## src/rtl/instr_fetch_unit_if.sv

```systemverilog
// Instruction-memory bus between the fetch unit (master) and instruction memory (slave).
// Requests are accepted on req & gnt; rvalid returns data in order, at least one cycle after grant.
interface instr_fetch_unit_if;
   logic        req;
   logic [31:0] addr;
   logic        gnt;
   logic        rvalid;
   logic [31:0] rdata;

   modport master (output req, addr, input gnt, rvalid, rdata);
   modport slave  (input req, addr, output gnt, rvalid, rdata);
endinterface

```

## src/rtl/instr_fetch_unit.sv

```systemverilog
// Fetch stage: owns the fetch PC, issues word reads, tracks in-flight PCs and buffers
// returned words in a prefetch FIFO for decode; redirects flush and discard stale responses.
module instr_fetch_unit #(
   parameter logic [31:0] BOOT_ADDR       = 32'h0000_0000,
   parameter int          FIFO_DEPTH      = 2,
   parameter int          MAX_OUTSTANDING = 2
) (
   input  logic               clk,
   input  logic               rst,
   input  logic               instr_req_i,
   input  logic [31:0]        target_addr_i,
   input  logic               target_valid_i,
   output logic [31:0]        instr_o,
   output logic [31:0]        instr_pc_o,
   output logic               instr_valid_o,
   instr_fetch_unit_if.master mem
);
   localparam int CW  = $clog2(MAX_OUTSTANDING + 1);
   localparam int FCW = $clog2(FIFO_DEPTH + 1);
   localparam int FIW = (FIFO_DEPTH > 1) ? $clog2(FIFO_DEPTH) : 1;
   localparam int OIW = (MAX_OUTSTANDING > 1) ? $clog2(MAX_OUTSTANDING) : 1;

   logic [31:0]    fetch_pc_q, fetch_pc_d;
   logic [CW-1:0]  outstanding_q, outstanding_d;
   logic [CW-1:0]  discard_q, discard_d;

   logic [31:0]    infl_pc_q [MAX_OUTSTANDING];
   logic [31:0]    infl_pc_d [MAX_OUTSTANDING];
   logic [OIW-1:0] infl_wr_q, infl_wr_d, infl_rd_q, infl_rd_d;

   logic [31:0]    fifo_instr_q [FIFO_DEPTH];
   logic [31:0]    fifo_instr_d [FIFO_DEPTH];
   logic [31:0]    fifo_pc_q    [FIFO_DEPTH];
   logic [31:0]    fifo_pc_d    [FIFO_DEPTH];
   logic [FIW-1:0] fifo_wr_q, fifo_wr_d, fifo_rd_q, fifo_rd_d;
   logic [FCW-1:0] fifo_cnt_q, fifo_cnt_d;

   logic           issue;
   logic           rsp_keep;
   logic           pop;
   logic [31:0]    level;

   always_ff @(posedge clk or posedge rst) begin
      if (rst) begin
         fetch_pc_q    <= BOOT_ADDR;
         outstanding_q <= '0;
         discard_q     <= '0;
         infl_wr_q     <= '0;
         infl_rd_q     <= '0;
         fifo_wr_q     <= '0;
         fifo_rd_q     <= '0;
         fifo_cnt_q    <= '0;
         for (int i = 0; i < MAX_OUTSTANDING; i++) infl_pc_q[i] <= '0;
         for (int i = 0; i < FIFO_DEPTH; i++) begin
            fifo_instr_q[i] <= '0;
            fifo_pc_q[i]    <= '0;
         end
      end else begin
         fetch_pc_q    <= fetch_pc_d;
         outstanding_q <= outstanding_d;
         discard_q     <= discard_d;
         infl_wr_q     <= infl_wr_d;
         infl_rd_q     <= infl_rd_d;
         infl_pc_q     <= infl_pc_d;
         fifo_wr_q     <= fifo_wr_d;
         fifo_rd_q     <= fifo_rd_d;
         fifo_cnt_q    <= fifo_cnt_d;
         fifo_instr_q  <= fifo_instr_d;
         fifo_pc_q     <= fifo_pc_d;
      end
   end

   // Request is gated by reset so the bus is quiet while rst is held.
   always_comb begin
      level         = 32'(fifo_cnt_q) + 32'(outstanding_q);
      mem.req       = !rst && !target_valid_i && (level < 32'(FIFO_DEPTH))
                      && (32'(outstanding_q) < 32'(MAX_OUTSTANDING));
      mem.addr      = fetch_pc_q;
      instr_valid_o = (fifo_cnt_q != '0);
      instr_o       = fifo_instr_q[fifo_rd_q];
      instr_pc_o    = fifo_pc_q[fifo_rd_q];
   end

   always_comb begin
      issue         = mem.req && mem.gnt;
      rsp_keep      = mem.rvalid && (discard_q == '0);
      pop           = instr_valid_o && instr_req_i;

      fetch_pc_d    = fetch_pc_q;
      discard_d     = discard_q;
      infl_pc_d     = infl_pc_q;
      infl_wr_d     = infl_wr_q;
      infl_rd_d     = infl_rd_q;
      fifo_instr_d  = fifo_instr_q;
      fifo_pc_d     = fifo_pc_q;
      fifo_wr_d     = fifo_wr_q;
      fifo_rd_d     = fifo_rd_q;

      if (issue) begin
         infl_pc_d[infl_wr_q] = fetch_pc_q;
         infl_wr_d  = (infl_wr_q == OIW'(MAX_OUTSTANDING - 1)) ? '0 : infl_wr_q + 1'b1;
         fetch_pc_d = fetch_pc_q + 32'd4;
      end

      if (mem.rvalid) begin
         infl_rd_d = (infl_rd_q == OIW'(MAX_OUTSTANDING - 1)) ? '0 : infl_rd_q + 1'b1;
         if (discard_q != '0) discard_d = discard_q - 1'b1;
      end

      if (rsp_keep) begin
         fifo_instr_d[fifo_wr_q] = mem.rdata;
         fifo_pc_d[fifo_wr_q]    = infl_pc_q[infl_rd_q];
         fifo_wr_d = (fifo_wr_q == FIW'(FIFO_DEPTH - 1)) ? '0 : fifo_wr_q + 1'b1;
      end

      if (pop) fifo_rd_d = (fifo_rd_q == FIW'(FIFO_DEPTH - 1)) ? '0 : fifo_rd_q + 1'b1;

      outstanding_d = outstanding_q + CW'(issue) - CW'(mem.rvalid);
      fifo_cnt_d    = fifo_cnt_q + FCW'(rsp_keep) - FCW'(pop);

      // Redirect: everything still in flight is stale, including a response landing this cycle.
      if (target_valid_i) begin
         fetch_pc_d = {target_addr_i[31:2], 2'b00};
         discard_d  = outstanding_q - CW'(mem.rvalid);
         fifo_cnt_d = '0;
         fifo_wr_d  = '0;
         fifo_rd_d  = '0;
      end
   end

   a_no_rsp_when_idle: assert property (@(posedge clk) disable iff (rst)
      mem.rvalid |-> (outstanding_q != '0));
   a_outstanding_bound: assert property (@(posedge clk) disable iff (rst)
      32'(outstanding_q) <= 32'(MAX_OUTSTANDING));
   a_discard_bound: assert property (@(posedge clk) disable iff (rst)
      discard_q <= outstanding_q);
   a_fifo_no_overflow: assert property (@(posedge clk) disable iff (rst)
      rsp_keep |-> (32'(fifo_cnt_q) < 32'(FIFO_DEPTH) || pop));
endmodule

```

## src/flat_wrapper.sv

```systemverilog
// flat-port wrapper written by rule: the top's interface ports become plain ports
module instr_fetch_unit_flat 
#(
   parameter logic [31:0] BOOT_ADDR       = 32'h0000_0000,
   parameter int          FIFO_DEPTH      = 2,
   parameter int          MAX_OUTSTANDING = 2
)
  (clk, rst, instr_req_i, target_addr_i, target_valid_i, instr_o, instr_pc_o, instr_valid_o, mem_req, mem_addr, mem_gnt, mem_rvalid, mem_rdata);
  instr_fetch_unit_if mem_i ();
  input  logic clk;
  input  logic rst;
  input  logic instr_req_i;
  input  logic [31:0] target_addr_i;
  input  logic target_valid_i;
  output logic [31:0] instr_o;
  output logic [31:0] instr_pc_o;
  output logic instr_valid_o;
  output wire logic [$bits(mem_i.req)-1:0] mem_req;
  output wire logic [$bits(mem_i.addr)-1:0] mem_addr;
  input wire logic [$bits(mem_i.gnt)-1:0] mem_gnt;
  input wire logic [$bits(mem_i.rvalid)-1:0] mem_rvalid;
  input wire logic [$bits(mem_i.rdata)-1:0] mem_rdata;
  assign mem_req = mem_i.req;
  assign mem_addr = mem_i.addr;
  assign mem_i.gnt = mem_gnt;
  assign mem_i.rvalid = mem_rvalid;
  assign mem_i.rdata = mem_rdata;
  instr_fetch_unit #(.BOOT_ADDR(BOOT_ADDR), .FIFO_DEPTH(FIFO_DEPTH), .MAX_OUTSTANDING(MAX_OUTSTANDING)) u_core (.clk(clk), .rst(rst), .instr_req_i(instr_req_i), .target_addr_i(target_addr_i), .target_valid_i(target_valid_i), .instr_o(instr_o), .instr_pc_o(instr_pc_o), .instr_valid_o(instr_valid_o), .mem(mem_i));
endmodule
```

## config.mk

```make
export PLATFORM = sky130hd
export DESIGN_NAME = instr_fetch_unit_flat
export DESIGN_NICKNAME = d
export VERILOG_FILES = /design/src/rtl/instr_fetch_unit_if.sv /design/src/rtl/instr_fetch_unit.sv /design/src/flat_wrapper.sv
export SDC_FILE = /design/constraint.sdc
export NUM_CORES = 1
export LEC_CHECK = 0
export ABC_AREA = 1
export BUFFER_PORTS_ARGS = -buffer_cell sky130_fd_sc_hd__buf_2
export CORE_ASPECT_RATIO = 0.8
export CORE_MARGIN = 2
export CORE_UTILIZATION = 57
export DETAILED_ROUTE_END_ITERATION = 8
export PLACE_DENSITY = 0.8
export SLEW_MARGIN = 20
export SYNTH_ARGS = -nofsm -noshare
export SYNTH_HDL_FRONTEND = slang
export SYNTH_SLANG_ARGS = --single-unit
```

## constraint.sdc

```tcl
create_clock -name clk -period 10.7 [get_ports clk]
set_input_delay 2.675 -clock clk [delete_from_list [all_inputs] [get_ports clk]]
set_output_delay 2.675 -clock clk [all_outputs]
set_load 0.05 [all_outputs]
```

* After elaboration in Yosys (flattened, before gate mapping)
Cells that the tools add are included.
Widths: inputs -> output; s select.
** Word-level totals
- Register bits after elaboration :: 234
- Output and inout port bits :: 98
- Word-level logic and storage cells :: 87
- Input port bits :: 70
** Cells by class
- Order comparisons :: 8
- Add/subtract/negate cells :: 12
- Bitwise operators :: 4
- Reductions and logical operators :: 19
- Mux-type cells :: 30
** Operator list (number)
- $mux 32 :: 13
- $bwmux 64 :: 3
- $demux 32 s1 :: 2
- $add 32x3->32 const B :: 1
- $lt 32x2->1 const B :: 1
- $reduce_bool 2->1 :: 7
- $ge 2x2->1 const B :: 4
- $logic_and 1x1->1 :: 8
- $mux 1 :: 8
- $mux 2 :: 4
- $not 1->2 :: 4
- $sub 2x1->2 :: 3
- $add 1x1->1 const B :: 4
- $add 2x1->2 :: 2
- $lt 2x1->1 const B :: 2
- $add 2x2->3 :: 1
- $logic_not 1->1 :: 2
- $logic_not 2->1 :: 1
- $lt 2x2->1 const B :: 1
- $reduce_and 2->1 :: 1
- $sub 2x1->2 const B :: 1

* Depth between registers and ports, before layout
Gate-level depths: netlist of the first run.
- Depth in word-level cells :: 7
- Depth in mapped cells :: 10

* Worst setup path after synthesis of the first run
No wires, ideal clock.
- Kind :: input to output
- From :: in rst
- To :: out mem_req
- Path slack :: 4856 ps
- Path buffers :: 0
- Stages :: 3
- Arrival :: 3169 ps
- Cell sequence :: nor2_2 > nand3_1 > inv_1
** On the way
- Longest elaborated chain between the ends :: 4
** RTL lines
- from (decl) :: line flat_wrapper.sv:11 : input logic rst;
- $logic_not 1->1 :: line instr_fetch_unit.sv:76 : mem.req = !rst && !target_valid_i && (level < 32'(FIFO_DEPTH))
- $logic_and 1x1->1 (2 in a row) :: line instr_fetch_unit.sv:76
- $logic_and 1x1->1 :: line instr_fetch_unit.sv:77 : && (32'(outstanding_q) < 32'(MAX_OUTSTANDING));
- to (decl) :: line flat_wrapper.sv:18 : output wire logic [$bits(mem_i.req)-1:0] mem_req;
No other way between the ends.

* Worst setup path in the final report of the first run
- From :: in target_valid_i
- To :: out mem_req
** On the way
- Longest elaborated chain between the ends :: 4
** RTL lines
- from (decl) :: line flat_wrapper.sv:14 : input logic target_valid_i;
- $logic_not 1->1 :: line instr_fetch_unit.sv:76
- $logic_and 1x1->1 (2 in a row) :: line instr_fetch_unit.sv:76
- $logic_and 1x1->1 :: line instr_fetch_unit.sv:77
No other way between the ends.

==> impl_metrics.yaml, run 1 <==
logic_synthesis:
  synth_edf_count: 0
  ys_warn_count: 0
  seq_area_frac_synth_pct: 52.4
  synth_top_cell_by_area: "dfrtp_1"
  synth_top_area_share_pct: 52.4
  syn-instance-count: 1316
  synthTopCellsByCount: "506 x nand2_1, 224 x dfrtp_1, 174 x o21ai_0"
  yosysMostFrequentCell: "nand2_1"
  synth_ff_type: "dfrtp_1"
  syn_area_sq_um: 10700
  ys_types: 32
  synth.area.top_cells: "dfrtp_1 52%, nand2_1 18%, o21ai_0 8.1%, inv_1 4.5%, mux2_2 3.2%"
  async_flop_share_pct: 100
  syn_area_per_cell_sq_um: 8.13
  synth-seq-cells: 224
grt:
  grt_antenna_before_repair: 0
  grt_max_degree: 112
  grt_pass1_vias: 8600
  grtUsageTotal_pct: 25.6
  grt_pass1_wl_mm: 41.5
  grt_overflow: 0
setup_path:
  crit_buf_inv: 3
  cp_data_required_time_ns: 8.03
  arrival_ns: 3.67
  worstSetupStartpointType: "input port"
  r2r_cells: 10
  max_stage_delay_ns: 0.56
  crit_slowest_cell: "buf_2"
  critPathCaptureType: "output pin"
  worst-path-stages: 5
  crit_top_cell: "buf_2"
  path_max_fanout: 39
  criticalPathCategory: "input port to output pin"
  cp_top_family: "buffers and inverters"
  cp_cell_sequence: "buf_2, nor2_2, nand3_1, inv_1, buf_2"
placement:
  io_buffer_count: 161
  hpwl_mm: 16.4
  globalplace.congestion: 0.952
  post-place-ws_ns: 4.31
clock_network:
  cts-hold-fix-buffers: 0
  path_clk_slew_ns: 0.06
  clock_latency_ns: 0.50
  numCtsBuffers: 22
  cts_root_buffer: "clkbuf_16"
  postCtsSetupBuffers: 0
  cts_resized: 0
  htreeDepth: 1
  cts.sinks: 224
  cts_tree: "built"
  clockBufferDepth: 3
finish:
  synthToLayoutAreaGrowth_pct: 14.8
  final_nets: 1520
  fill_cells: 1568
  n_antenna_cell: 0
  drive_gt1_share_pct: 19.9
die:
  io_pins: 168
  dieWidth_um: 157
  rows: 44
  start_util_pct: 58.6
  die_area_sq_um: 19900
  die_h_um: 127
  core_sq_um: 18300
hold_path:
  holdPathStages: 2
  hold_path.class: "register to register"
detailed_routing:
  drtIter0Drc: 721
  drt-total-wl_mm: 24.7
  route.detailed.drc: 0
  drtAntennaViolNets: 0
  routedWlPerCell_um: 14.4
  vias_per_cell: 5.18
  via_count: 8875
  drt_first_pass_iters: 5
sta:
  final-setup-viol-count: 0
  slew_headroom_pct: 31.6
  fin_crit_sh_pct: 59.3
  fmax_ghz: 0.158
  drv_slew: 0
  hold_violations: 0
  worst_slack_ns: 4.35
  grt_setup_unrepaired: "no"
  finalSetupTns_ns: 0
  period_needed_ns: 6.35
  worstMarginPinSlew_ns: 1.03
  finClkSkew_ns: 0.0144
power:
  peakVddDrop_mv: 0.160
  total_power_mw: 3.50
  cellLeakagePower_nw: 6.35
  pwr_density_cell_nw_per_um2: 285
outcome:
  outcome: "finished clean"
run:
  cap_viol_max_count: 0
-- kinds of logic (layout without fill, tap and decap cells) --
| family | count (synthesis) | after routing | synth area share (%) |
|---|---|---|---|
| XOR/XNOR | 5 | 5 | 0.409 |
| multiplexers | 30 | 30 | 3.16 |
| AND/OR/NAND/NOR | 625 | 625 | 23.4 |
| buffers and inverters | 203 | 343 | 8.11 |
| flip-flops | 224 | 224 | 52.4 |
| other | 1 | 4 | 0.0350 |
| AO/OA/AOI/OAI | 221 | 221 | 11.6 |
| adder cells (fa/ha/maj) | 7 | 7 | 0.888 |
-- worst paths after layout --
check | start | to | slack (ns)
setup / recovery | target_valid_i | mem_req | 4.35
hold / removal | u_core.infl_pc_q[14] | u_core.infl_pc_q[14] | 0.48
setup reg to reg | u_core.outstanding_q[0] | u_core.infl_pc_q[27] | 7.22
hold reg to reg | u_core.infl_pc_q[14] | u_core.infl_pc_q[14] | 0.48
max in group asynchronous | rst | u_core.fifo_pc_q[38] | 6.56
min in group asynchronous | rst | u_core.outstanding_q[0] | 2.27
-- flip-flops by register name, indices dropped and copies added (netlist names), 2 cells and up --
register,count
u_core.fifo_cnt_q,2
u_core.fifo_pc_q,60
u_core.outstanding_q,2
u_core.fifo_instr_q,64
u_core.infl_pc_q,60
u_core.mem.addr,30
u_core.discard_q,2
-- layer usage --
metal	vias up	part of all wire, %	track usage, %
met4	0	1.6	5.72
li1	4391	-	-
met3	35	6.7	4.13
met2	253	47	41.4
met5	-	0	0
met1	4196	45	36.8
-- power breakdown --
| part | total [mW] | internal, mW | switching [mW] |
|---|---|---|---|
| Sequential | 1.29 | 1.13 | 0.154 |
| Clock | 0.778 | 0.459 | 0.319 |
| Combinational | 1.44 | 0.381 | 1.06 |
-- per-stage QoR --
step | hold WS, ns | cells | util (%) | instance area (sq um)
after floorplan | 0.448 | 1319 | - | 10700
after global placement | 0.461 | 1672 | 63.2 | 11500
after detailed placement | 0.465 | 1672 | 63.2 | 11500
after CTS | 0.480 | 1712 | 67.2 | 12300
after global routing | 0.497 | 1712 | 67.2 | 12300
final | 0.479 | 1712 | 67.2 | 12300
-- worst reg2reg max path, cell delays in order, from the launching register on --
cell	delay, ns
dfrtp_1	0.39
nand2_1	0.07
inv_1	0.05
fa_1	0.45
nor2_2	0.15
nand4_2	0.41
inv_2	0.63
nand2_1	0.56
buf_4	0.42
nand2_1	0.14
o21ai_0	0.08
-- layout by cell type (no fill, tap or decap), types with 2 or more instances in the layout --
cell type,synthesis,routed
buf_4,7,7
ha_1,6,6
clkinv_2,0,6
nor2_4,5,5
nor2_2,6,6
buf_2,22,161
inv_2,5,5
o21ai_0,174,174
clkbuf_1,29,3
nand2_2,3,3
nand3_1,63,63
a21oi_1,3,3
dfrtp_1,224,223
o211ai_1,8,8
nor3_1,2,2
o21ai_1,4,4
conb_1,1,4
clkbuf_8,0,6
nor2_1,35,35
clkbuf_16,0,23
o21ai_2,30,30
inv_1,129,128
mux2_2,30,30
nand2_1,506,506
or2_2,2,3
xor2_1,4,4
-- cell type report --
type | instances | area, sq um | share of cell area, %
clock buffers | 32 | 669 | 5.45
clock inverters | 8 | 68.8 | 0.560
inverters | 134 | 510 | 4.16
multi-input cells | 892 | 4240 | 34.5
flip-flops and latches | 224 | 5610 | 45.6
well taps | 253 | 317 | 2.58
repair buffers | 169 | 870 | 7.08
Note: power is estimated with default switching activity, not from simulation.
==> inputs of run 2 (changes only) <==
- clock period: 10.7 -> 6.2 ns (I/O delays scaled with it)
==> impl_metrics.yaml, run 2 (synthesis gave the netlist of run 1 again) <==
sta:
  period_needed_ns: 4.18
  hold_violations: 0
  finClkSkew_ns: 0.00893
  fin_crit_sh_pct: 67.4
  fmax_ghz: 0.239
  drv_slew: 0
  finalSetupTns_ns: 0
  final-setup-viol-count: 0
  grt_setup_unrepaired: "no"
  worstMarginPinSlew_ns: 1.02
  slew_headroom_pct: 32.3
setup_path:
  criticalPathCategory: "register to output pin"
  path_max_fanout: 64
  cp_top_family: "flip-flops"
  max_stage_delay_ns: 1.04
  cp_data_required_time_ns: 4.65
  crit_slowest_cell: "dfrtp_2"
  critPathCaptureType: "output pin"
  worstSetupStartpointType: "register"
  crit_buf_inv: 2
  cp_cell_sequence: "buf_4, nand2_1, o21ai_0, buf_2"
  arrival_ns: 2.63
grt:
  grt_max_degree: 115
  grt_overflow: 0
  grtUsageTotal_pct: 25.8
  grt_antenna_before_repair: 0
  grt_pass1_wl_mm: 41.8
  grt_pass1_vias: 8344
placement:
  hpwl_mm: 16.6
  io_buffer_count: 161
  globalplace.congestion: 0.940
  placed_cells: 1674
clock_network:
  cts-hold-fix-buffers: 0
  numCtsBuffers: 22
  postCtsSetupBuffers: 0
  clock_latency_ns: 0.50
  clockBufferDepth: 3
  cts_root_buffer: "clkbuf_16"
  cts_tree: "built"
  path_clk_slew_ns: 0.06
  htreeDepth: 1
  cts.sinks: 224
  cts_resized: 0
detailed_routing:
  drtIter0Drc: 804
  vias_per_cell: 5.23
  drtAntennaViolNets: 0
  routedWlPerCell_um: 14.6
  route.detailed.drc: 0
  drt_first_pass_iters: 5
  drt-total-wl_mm: 25.0
  via_count: 8944
die:
  start_util_pct: 58.6
  die_area_sq_um: 19900
  dieWidth_um: 157
  die_h_um: 127
  core_sq_um: 18300
  rows: 44
  io_pins: 168
finish:
  reg_top3: "u_core.fifo_instr_q (64), u_core.fifo_pc_q (60), u_core.infl_pc_q (60)"
  final_cells: 1710
  final_nets: 1522
  n_antenna_cell: 0
  fin_util_pct: 67.0
  final_cell_mix: "506 x nand2_1, 223 x dfrtp_1, 174 x o21ai_0"
  final_common_cell: "nand2_1"
  fill_cells: 1571
  synthToLayoutAreaGrowth_pct: 14.5
  drive_gt1_share_pct: 19.7
  largest_reg_flops: 64
  largest-register: "u_core.fifo_instr_q"
outcome:
  outcome: "finished clean"
power:
  p_int_mw: 3.36
  power_switching_mw: 2.62
  pwr_density_cell_nw_per_um2: 488
  clkPwrFrac_pct: 21.4
  p_sw_share_pct: 43.9
  pwr-share-comb_pct: 40.7
  p_seq_share_pct: 37.9
  peakVddDrop_mv: 0.337
  cellLeakagePower_nw: 6.32
run:
  cap_viol_max_count: 0
hold_path:
  hold_path.class: "register to register"
[run 2: layout make-up]
class / instances / area, sq um / share of cell area [%]
tap: 253 / 317 / 2.58
clock buffer: 34 / 677 / 5.52
inverter: 134 / 507 / 4.14
timing repair buffer: 171 / 893 / 7.29
sequential: 224 / 5610 / 45.8
clock inverter: 2 / 10.0 / 0.0817
multi-input combinational: 892 / 4240 / 34.6
[run 2: tightest hold or removal path, stage by stage (launching register included)]
cell and delay, ns:
dfrtp_1 0.34, nand2_1 0.06, o21ai_2 0.05
[run 2: metrics by stage]
step	cell area [sq um]	power [mW]	hold slack (ns)	setup WS, ns
floorplan	10700	4.14	0.448	1.73
global placement	11600	4.64	0.461	2.11
detailed placement	11600	4.72	0.465	2.12
CTS	12300	6.02	0.480	2.03
global route	12300	6.36	0.492	1.83
finish	12300	5.98	0.476	2.02
[run 2: power groups by stage]
stage	clock, mW	combinational [mW]	sequential [mW]
2_1_floorplan	0	1.86	2.29
3_3_place_gp	0	2.39	2.25
3_5_place_dp	0	2.45	2.28
4_1_cts	1.30	2.46	2.26
5_1_grt	1.36	2.67	2.33
6_report	1.28	2.43	2.27
[run 2: worst paths after layout]
kind	start	endpoint	slack (ns)	cells past startpoint
worst max-delay path	u_core.fifo_rd_q	instr_o[21]	2.02	4
worst max register to register	u_core.fifo_cnt_q[0]	u_core.infl_pc_q[13]	3.21	10
max in group asynchronous	rst	u_core.fifo_instr_q[5]	4.07	3
min in group asynchronous	rst	u_core.fifo_cnt_q[1]	1.00	2
worst min register to register	u_core.infl_pc_q[55]	u_core.infl_pc_q[55]	0.48	2
worst min-delay path	u_core.infl_pc_q[55]	u_core.infl_pc_q[55]	0.48	2
[run 2: layer usage]
layer | GRT usage, % | part of all wire, % | vias up
li1 | - | - | 4389
met1 | 37.5 | 45 | 4232
met2 | 42.0 | 47 | 288
met3 | 3.66 | 6.1 | 35
met4 | 5.08 | 1.7 | 0
met5 | 0 | 0 | -
